$ cat src/rtl/decade_timer_ctrl.sv
// decade_timer_ctrl: presettable BCD up/down decade timer with prescaler and run FSM; define AUTO_RELOAD_EN to reload the preset at terminal instead of stopping
module decade_timer_ctrl #(
  parameter int NDIG = 4,
  parameter int PRESCALE = 10
) (
  input  logic              clock,
  input  logic              reset,
  input  logic              start,
  input  logic              pause,
  input  logic              clear,
  input  logic              dir_up,
  input  logic              preset_valid,
  input  logic [4*NDIG-1:0] preset_bcd,
  output logic [4*NDIG-1:0] digits,
  output logic              running,
  output logic              done,
  output logic              tick,
  output logic              wrap
);
  localparam int W = 4 * NDIG;
  localparam int PW = PRESCALE > 1 ? $clog2(PRESCALE) : 1;
  localparam logic [PW-1:0] PLAST = PW'(PRESCALE - 1);
  localparam logic [W-1:0] NINES = {NDIG{4'h9}};
`ifdef AUTO_RELOAD_EN
  localparam bit AUTO = 1'b1;
`else
  localparam bit AUTO = 1'b0;
`endif
  typedef enum logic [1:0] {IDLE, RUN, PAUSE, DONE} state_t;
  state_t state, nxt;
  logic [PW-1:0] presc;
  logic [W-1:0] saved, stepped, term, loaded;
  logic tk, ld, hit;

  function automatic logic [W-1:0] bcd_clamp(input logic [W-1:0] v);
    logic [W-1:0] r;
    for (int i = 0; i < NDIG; i++)
      r[4*i +: 4] = v[4*i +: 4] > 4'd9 ? 4'd9 : v[4*i +: 4];
    return r;
  endfunction

  function automatic logic [W-1:0] bcd_step(input logic [W-1:0] v, input logic up);
    logic [W-1:0] r;
    logic c;
    r = v;
    c = 1'b1;
    for (int i = 0; i < NDIG; i++) begin
      if (c) begin
        r[4*i +: 4] = up ? (v[4*i +: 4] == 4'd9 ? 4'd0 : v[4*i +: 4] + 4'd1)
                         : (v[4*i +: 4] == 4'd0 ? 4'd9 : v[4*i +: 4] - 4'd1);
        c = up ? v[4*i +: 4] == 4'd9 : v[4*i +: 4] == 4'd0;
      end
    end
    return r;
  endfunction

  // command decode and next state, priority clear > preset_valid > pause > start
  always_comb begin
    ld = !clear && preset_valid && state != RUN;
    tk = state == RUN && !clear && !pause && presc == PLAST;
    stepped = bcd_step(digits, dir_up);
    term = dir_up ? NINES : '0;
    hit = digits == term || stepped == term;
    loaded = bcd_clamp(preset_bcd);
    nxt = (clear || ld) ? IDLE :
          ((state == IDLE || state == PAUSE) && start && !pause) ? RUN :
          (state == RUN && pause) ? PAUSE :
          (tk && hit && !AUTO) ? DONE : state;
  end

  // FSM state, prescaler, digit cascade and registered status flags
  always_ff @(posedge clock or negedge reset) begin
    if (!reset) begin
      state <= IDLE;
      presc <= '0;
      digits <= '0;
      saved <= '0;
      running <= 1'b0;
      done <= 1'b0;
      tick <= 1'b0;
      wrap <= 1'b0;
    end else begin
      state <= nxt;
      running <= nxt == RUN;
      done <= nxt == DONE;
      tick <= tk;
      wrap <= AUTO && tk && hit;
      presc <= (clear || ld || state == IDLE) ? '0 :
               (state == RUN && !pause) ? (presc == PLAST ? '0 : presc + 1'b1) : presc;
      digits <= clear ? '0 : ld ? loaded : !tk ? digits : !hit ? stepped : AUTO ? saved : term;
      saved <= ld ? loaded : saved;
    end
  end
endmodule

$ cat config.mk
export PLATFORM = sky130hd
export DESIGN_NAME = decade_timer_ctrl
export DESIGN_NICKNAME = d
export VERILOG_FILES = /design/src/rtl/decade_timer_ctrl.sv
export SDC_FILE = /design/constraint.sdc
export NUM_CORES = 1
export LEC_CHECK = 0
export BUFFER_PORTS_ARGS = -buffer_cell sky130_fd_sc_hd__buf_4
export CORE_ASPECT_RATIO = 1.75
export CORE_UTILIZATION = 47
export CTS_BUF_LIST = sky130_fd_sc_hd__clkbuf_4 sky130_fd_sc_hd__clkbuf_8
export CTS_CLUSTER_SIZE = 12
export DETAILED_ROUTE_END_ITERATION = 8
export PLACE_DENSITY = 0.76
export SETUP_SLACK_MARGIN = 0.02
export SKIP_LAST_GASP = 1
export SYNTH_ARGS = -nofsm -noshare
export SYNTH_HDL_FRONTEND = slang
export SYNTH_SLANG_ARGS = --single-unit
$ cat constraint.sdc
create_clock -name clock -period 4.3 [get_ports clock]
set_input_delay 0.86 -clock clock [delete_from_list [all_inputs] [get_ports clock]]
set_output_delay 0.86 -clock clock [all_outputs]
set_load 0.005 [all_outputs]
==> impl_results.md, run 1 <==
* Crit start category: primary input
* GR Util All Layers at 26.2%
* Count of clock tree sinks at 25
* Placer Congestion at ~0.94
* RSZ-0062 raised after global routing: false
* Die area at about 5100 um^2
* Tmin final at between 3 and 4 ns
* First-pass GRT wire length at 10.1 mm
* Synth top area cells: dfrtp_1 (28%), a21oi_1 (5.5%), o21ai_0 (5.3%), nor2_1 (5.0%), a22oi_1 (4.0%)
* Clock Tree Root: clkbuf_8
* Congestion Overflow GR at 0
* P_int at 0.000385 W
* HPWL Detailed at between 4 and 5 mm
* HP Class: in2async
* Clock Skews at between 0.005 and 0.006 ns
* Final instance area at approximately 2600 um^2
* Area leader, netlist: dfrtp_1
* Vias in the first global route at 2,231
* Combinational power share at between 20% and 30%
* Worst reg2reg setup slack at ~0.86 ns
* Initial antenna violation count at 0
* Core Box Area at 4670 um^2
* Final cell count without fillers at between 300 and 400
* WL/cell at approximately 17 um
* Status: finished, final reports clean
* Largest net degree at the start of global routing at 42
* Cell Rows at 33
* # placed instances at ~380
* Crit path from: dir_up
* Area growth syn-to-layout at 14.0%
* P per Cell Area at ~230 nW/um^2
* DR vias at ~2,400
* Nets at around 350
* Min Hold Slack at around 0.47 ns
* DRT Pass-1 Iters at 4
* Max Cap Violations at 0
* Critical Path RT at around 4.5 ns
* Vias per inst at roughly 6.4
* CP max FO at 41
* Post-synthesis sequential area ratio at 27.5%
* Syn_area_per_cell at between 7 and 8 um^2
* Initial DRC count at 84
* Commonest cells in the netlist: nor2_1 (30), a21oi_1 (25), dfrtp_1 (25)
* Maximum clock rate at ~280 MHz
* Crit end category: flip-flop
* Initial core utilization at between 40% and 50%
* Layout cells sized above 1 at approximately 18%
* CTS resizes at 0
* CP Data Arrival Time at roughly 3.8 ns
* Setup TNS at 0 ns
* Crit Path Class: in2reg
* Die W at approximately 55 um
* Die Y at around 94 um
* Worst-Margin Slew at around 0.75 ns
* Mapped Nets at 330
* CTS hold repair buffers at 0
* Worst R2R Start: digits[0]
* Clock share of power at 24.5%
* Reg-to-Reg End: running
* Post-Syn Area at between 2000 and 2500 um^2
* Reg clk slew, reported paths at 0.10 ns
* Synth Register Bits at 25
* Reg power frac at 46.3%
* R2r worst-path depth at 9
* Pins Over Slew Limit at 0
* I/O Pins at 43
* Remaining antenna violation count at 0
* Netlist cell types at 60
* Peak supply drop at about 0.14 mV
* Number of synthesized flops with an enable pin at 0
* CTS tree: done
* Crit path to: running
* Switching power share of the total at 35.5%
* Pwr Total at 0.000596 W
* Routed Wire Length at ~6.3 mm
* IO Port Bufs at just over 40
* Fraction of registers with async set/reset at 100%
* DRC viols at 0
* Mapped Cells at a little over 300
* Period utilization at between 80% and 90%
* Top-count cell post-synth: nor2_1
* Clock tree buffer depth at 2
* H-tree levels at 1
* Relative slew margins at between 40 and 50%
* Synthesis Warnings at 0
* Inserted Diodes at 0
* Most common flop cell mapped by yosys: dfrtp_1
* Static Leak at around 1.0 nW
* Clock latency on the worst-skew pair at between 0.2 and 0.3 ns
* Area share of the largest cell type after synthesis at around 28%
* Setup violators final at 0
* Final count of hold timing violations at 0
* Post-CTS setup buffer count at 0
* Sw Pwr at between 0.0002 and 0.00025 W
* CTS Buf Count at 3
* Post-DP Area at 2540 um^2
-- per-layer routing --
layer	GRT usage, %	wire, um	vias to the layer above
li1	-	-	1178
met1	30.2	2540	1162
met2	45.1	3280	78
met3	2.43	229	23
met4	13.9	283	0
met5	0	0	-
-- stage by stage --
step	util [%]	setup WS (ns)
6_report	55.5	0.711
5_1_grt	55.5	0.536
4_1_cts	55.5	0.723
3_5_place_dp	54.5	0.433
3_3_place_gp	54.5	0.512
2_1_floorplan	-	1.04
-- cell families after synthesis --
| logic type | count (synthesis) | share of synthesized area, % |
|---|---|---|
| XOR/XNOR | 5 | 1.93 |
| flip-flops | 25 | 27.5 |
| other | 1 | 0.165 |
| adder cells (fa/ha/maj) | 2 | 1.10 |
| buffers and inverters | 38 | 7.66 |
| multiplexers | 2 | 0.882 |
| AND/OR/NAND/NOR | 115 | 25.4 |
| AO/OA/AOI/OAI | 117 | 35.3 |
-- placed cells by master (no fill, tap or decap), drive strengths merged, types with 6 or more instances in the layout --
cell type and n:
nor2 30, inv 12, nand3 12, nand2b 8
o21ai 33, or2 6, nand2 22, buf 44
and3 6, a22oi 12, nor3 15, a21oi 26
dfrtp 25
-- power groups by stage --
stage	Clock [W]	Sequential, W	Combinational [W]
global route	0.000158	0.000279	0.000192
floorplan	0	0.000258	0.000131
CTS	0.000148	0.000275	0.000174
detailed placement	0	0.000280	0.000173
global placement	0	0.000279	0.000172
finish	0.000146	0.000276	0.000174
-- cell type report --
cell class | instances | area, um^2
clock buffers | 3 | 41.3
clock inverters | 1 | 7.51
fillers | 463 | 2080
inverters | 13 | 48.8
multi-input cells | 242 | 1470
flip-flops and latches | 25 | 626
well taps | 52 | 65.1
repair buffers | 44 | 330
-- worst max-delay path, cell delays in order --
cell       delay, ns
buf_4           0.23
nor3_2          0.43
o21ai_4         0.15
xnor2_1         0.20
or4_1           0.42
a211o_1         0.32
a2111oi_4       0.40
or2_1           0.38
a21oi_2         0.13
a41o_1          0.25
-- worst min-delay path by stage --
stage	from	end	slack, ns	cells past startpoint
4_1_cts	reset	presc[3]	0.48	1
3_3_place_gp	presc[3]	presc[3]	0.54	2
2_1_floorplan	presc[3]	presc[3]	0.52	2
6_report	reset	presc[3]	0.47	1
5_1_grt	reset	presc[3]	0.49	1
3_5_place_dp	presc[3]	presc[3]	0.56	2
-- sequential cells by signal (all words and copies together), names as in the netlist --
| signal | flops |
|---|---|
| state | 2 |
| presc | 4 |
| digits | 16 |
| tick | 1 |
| running | 1 |
| done | 1 |
No activity file was read; power rests on OpenSTA's default activity.
==> inputs of run 2 (changes only) <==
- ABC_AREA: not set -> 1
- PLACE_DENSITY: 0.76 -> 0.79
- clock period: 4.3 -> 3.2 ns (I/O delays scaled with it)
==> impl_results.md, run 2 <==
* Reg-to-Reg End: digits[8] (was running)
* Fraction of registers with async set/reset at 100% (unchanged)
* Most flop-heavy register: digits (unchanged)
* Nets at 466 (was 354)
* Min Hold Slack at 0.253 ns (was 0.471 ns)
* Setup violators final at 0 (unchanged)
* Pwr Total at 0.000936 W (was 0.000596 W)
* Layout cells sized above 1 at 16.6% (was 18.3%)
* Clock tree buffer depth at 2 (unchanged)
* WL/cell at 13.8 um (was 16.7 um)
* P per Cell Area at 338 nW/um^2 (was 230 nW/um^2)
* Commonest cells in the netlist: nand2_1 (127), nor2_1 (54), inv_1 (43) (was nor2_1 (30), a21oi_1 (25), dfrtp_1 (25))
* I/O Pins at 43 (unchanged)
* Routed Wire Length at 6.77 mm (was 6.33 mm)
* Worst R2R Start: digits[0] (unchanged)
* DRT Pass-1 Iters at 4 (unchanged)
* Initial DRC count at 81 (was 84)
* HPWL Detailed at 5.33 mm (was 4.69 mm)
* Worst-Margin Slew at 0.698 ns (was 0.751 ns)
* Register area at 626 um^2 (unchanged)
* Vias per inst at 5.51 (was 6.42)
* Remaining antenna violation count at 0 (unchanged)
* Period utilization at 80.6%
* Clock latency on the worst-skew pair at 0.28 ns (was 0.27 ns)
* Most common cell after layout, fill and taps aside: nand2_1 (was buf_4)
* DR vias at 2,713 (was 2,441)
* # placed instances at 488 (was 376)
* Crit Path Class: in2reg (unchanged)
* R2r worst-path depth at 17 (was 9)
* Largest stage delay, worst path at 0.25 ns (was 0.43 ns)
* Worst reg2reg setup slack at 0.72 ns (was 0.86 ns)
* Crit path top cell by count: nand2_1
* Area leader, netlist: dfrtp_1 (unchanged)
* Area used by multi-input combinational logic at 1510 um^2 (was 1470 um^2)
* Area share of the largest cell type after synthesis at 26.4% (was 27.5%)
* RSZ-0062 raised after global routing: false (unchanged)
* Placer Congestion at 0.927 (was 0.942)
* H-tree levels at 1 (unchanged)
* Peak supply drop at 0.372 mV (was 0.145 mV)
* Congestion Overflow GR at 0 (unchanged)
* Netlist cell types at 34 (was 60)
* Core Box Area at 4750 um^2 (was 4670 um^2)
* Count of clock tree sinks at 25 (unchanged)
* Biggest regs: digits x16, presc x4, state x2 (unchanged)
* Buf/Inv on CP at 2 (was 1)
* Mapped Nets at 424 (was 330)
* Final cell count without fillers at 492 (was 380)
* Most frequent cells in the layout: nand2_1 (127), nor2_1 (54), buf_4 (46), inv_1 (43), nand3_1 (36) (was buf_4 (44), nor2_1 (30), a21oi_1 (25), dfrtp_1 (25), o21ai_0 (24))
* GR Util All Layers at 26.1% (was 26.2%)
* Reg clk slew, reported paths at 0.10 ns (about the same)
* Delay-heaviest family, CP: simple AND/OR/NAND/NOR gates (was compound AO/OA/AOI/OAI gates)
* Status: finished, final reports clean (unchanged)
* Crit start category: primary input (unchanged)
* Synthesis Warnings at 0 (unchanged)
* Number of synthesized flops with an enable pin at 0 (unchanged)
* First-pass GRT wire length at 11.0 mm (was 10.1 mm)
* CTS tree: done (unchanged)
* Static Leak at 1.47 nW (was 1.05 nW)
* Relative slew margins at 53.3% (was 49.9%)
* Max reg flops at 16 (unchanged)
* Max Cap Violations at 0 (unchanged)
* Maximum clock rate at slightly below 400 MHz
* Final count of hold timing violations at 0 (unchanged)
* Initial core utilization at 49.9% (was 48.7%)
* Most common flop cell mapped by yosys: dfrtp_1 (unchanged)
* Top-count cell post-synth: nand2_1 (was nor2_1)
* Critical Path RT at 3.37 ns (was 4.47 ns)
* CP Data Arrival Time at 2.75 ns (was 3.76 ns)
* Die W at 55.7 um (was 54.5 um)
* Vias in the first global route at 2,612 (was 2,231)
* Tmin final at 2.58 ns
* Area growth syn-to-layout at 17.1% (was 14.0%)
* Crit end category: flip-flop (unchanged)
* CTS hold repair buffers at 0 (unchanged)
* Largest family of logic cells by synthesized area: simple AND/OR/NAND/NOR gates (was compound AO/OA/AOI/OAI gates)
* Cell chain of the critical path: buf_4 -> inv_2 -> nand2_1 -> nand3_2 -> nor2_4 -> nand3_1 -> o21ai_1 -> nand2_1 -> nor2_4 -> nand3_4 -> nand2_4 -> nand2_4 -> nand2_1 -> nand2_1 -> nand2_1 -> nand2_1 (was buf_4 -> nor3_2 -> o21ai_4 -> xnor2_1 -> or4_1 -> a211o_1 -> a2111oi_4 -> or2_1 -> a21oi_2 -> a41o_1)
* Synth top area cells: dfrtp_1 (26%), nand2_1 (20%), nor2_1 (8.6%), nand3_1 (7.6%), inv_1 (6.8%) (was dfrtp_1 (28%), a21oi_1 (5.5%), o21ai_0 (5.3%), nor2_1 (5.0%), a22oi_1 (4.0%))
* Mux contribution to synthesized area at 0% (was 0.882%)
* Post-CTS setup buffer count at 0 (unchanged)
* Die area at 5340 um^2 (was 5120 um^2)
* Synth Area in Adders at 1.06% (was 1.10%)
* HP Class: in2async (unchanged)
* Max stage delay cell, worst path: o21ai_1 (was nor3_2)
* CP max FO at 24 (was 41)
* Post-synthesis xor/xnor area fraction at 0.740% (was 1.93%)
* Setup TNS at 0 ns (unchanged)
* Pins Over Slew Limit at 0 (unchanged)
* Post-Syn Area at 2370 um^2 (was 2270 um^2)
* Synth Area in Simple Gates at 46.6% (was 25.4%)
* Initial antenna violation count at 0 (unchanged)
* Filler cells at 514 (was 463)
* Clock Tree Root: clkbuf_8 (unchanged)
* Synth Register Bits at 25 (unchanged)
* Syn_area_per_cell at 5.93 um^2 (was 7.45 um^2)
* Largest net degree at the start of global routing at 26 (was 42)
* Synth Area in Compound Gates at 15.2% (was 35.3%)
* Mapped Cells at 399 (was 305)
* CTS resizes at 0 (unchanged)
* IO Port Bufs at 41 (unchanged)
* Inserted Diodes at 0 (unchanged)
* Clock Skews at 0.00750 ns (was 0.00505 ns)
* Die Y at 95.9 um (was 94.0 um)
* Cell Rows at 33 (unchanged)
* CTS Buf Count at 3 (unchanged)
* DRC viols at 0 (unchanged)
* Post-synthesis sequential area ratio at 26.4% (was 27.5%)
==> run 2: worst reg2reg max path: stages, from the launching register on <==
cell     delay (ns)
dfrtp_1        0.47
inv_1          0.13
nor2_2         0.13
nand2_1        0.11
nand2_1        0.10
nand2_2        0.11
o21ai_0        0.28
nand2_1        0.14
nor2_1         0.12
nand2_1        0.09
nor2_4         0.11
nand3_4        0.12
nand2_4        0.12
nand2_4        0.08
nand2_1        0.08
nand2_1        0.06
nand2_1        0.07
nand2_1        0.05
==> run 2: kinds of logic after synthesis <==
group           Yosys count
other cells               1
flops                    25
compound gates           65
fa+ha+maj                 2
simple gates            247
xor+xnor                  2
buf+inv                  57
==> run 2: worst max path at each step <==
stage	end	cells past startpoint	from	slack, ns
5_1_grt	digits[7]	16	dir_up	0.38
6_report	digits[8]	16	dir_up	0.62
3_3_place_gp	digits[11]	16	dir_up	0.41
3_5_place_dp	digits[11]	16	dir_up	0.36
2_1_floorplan	digits[8]	17	dir_up	0.98
4_1_cts	digits[8]	16	dir_up	0.64
==> run 2: final cells by class <==
cell class,instances,area share (%)
multi-input cells,317,54.4
inverters,48,6.50
repair buffers,46,12.5
well taps,52,2.35
clock buffers,3,1.49
flip-flops and latches,25,22.6
clock inverters,1,0.181
==> run 2: metrics by stage <==
step           setup WS, ns  instance area, um^2  util [%]
6_report              0.621                 2770      58.4
5_1_grt               0.380                 2770      58.4
4_1_cts               0.640                 2770      58.4
3_5_place_dp          0.358                 2730      57.4
3_3_place_gp          0.407                 2730      57.4
2_1_floorplan         0.978                 2370         -
==> run 2: layer usage <==
metal	global-route usage, %	routed length [um]	vias to the layer above
li1	-	-	1375
met1	25.5	2560	1245
met2	53.3	3770	74
met3	2.96	210	19
met4	12.1	216	0
met5	0	0	-
==> run 2: power breakdown <==
part / switching [W] / internal [W]
registers: 0.0000350 / 0.000333
clock network: 0.000114 / 0.0000875
logic: 0.000226 / 0.000141
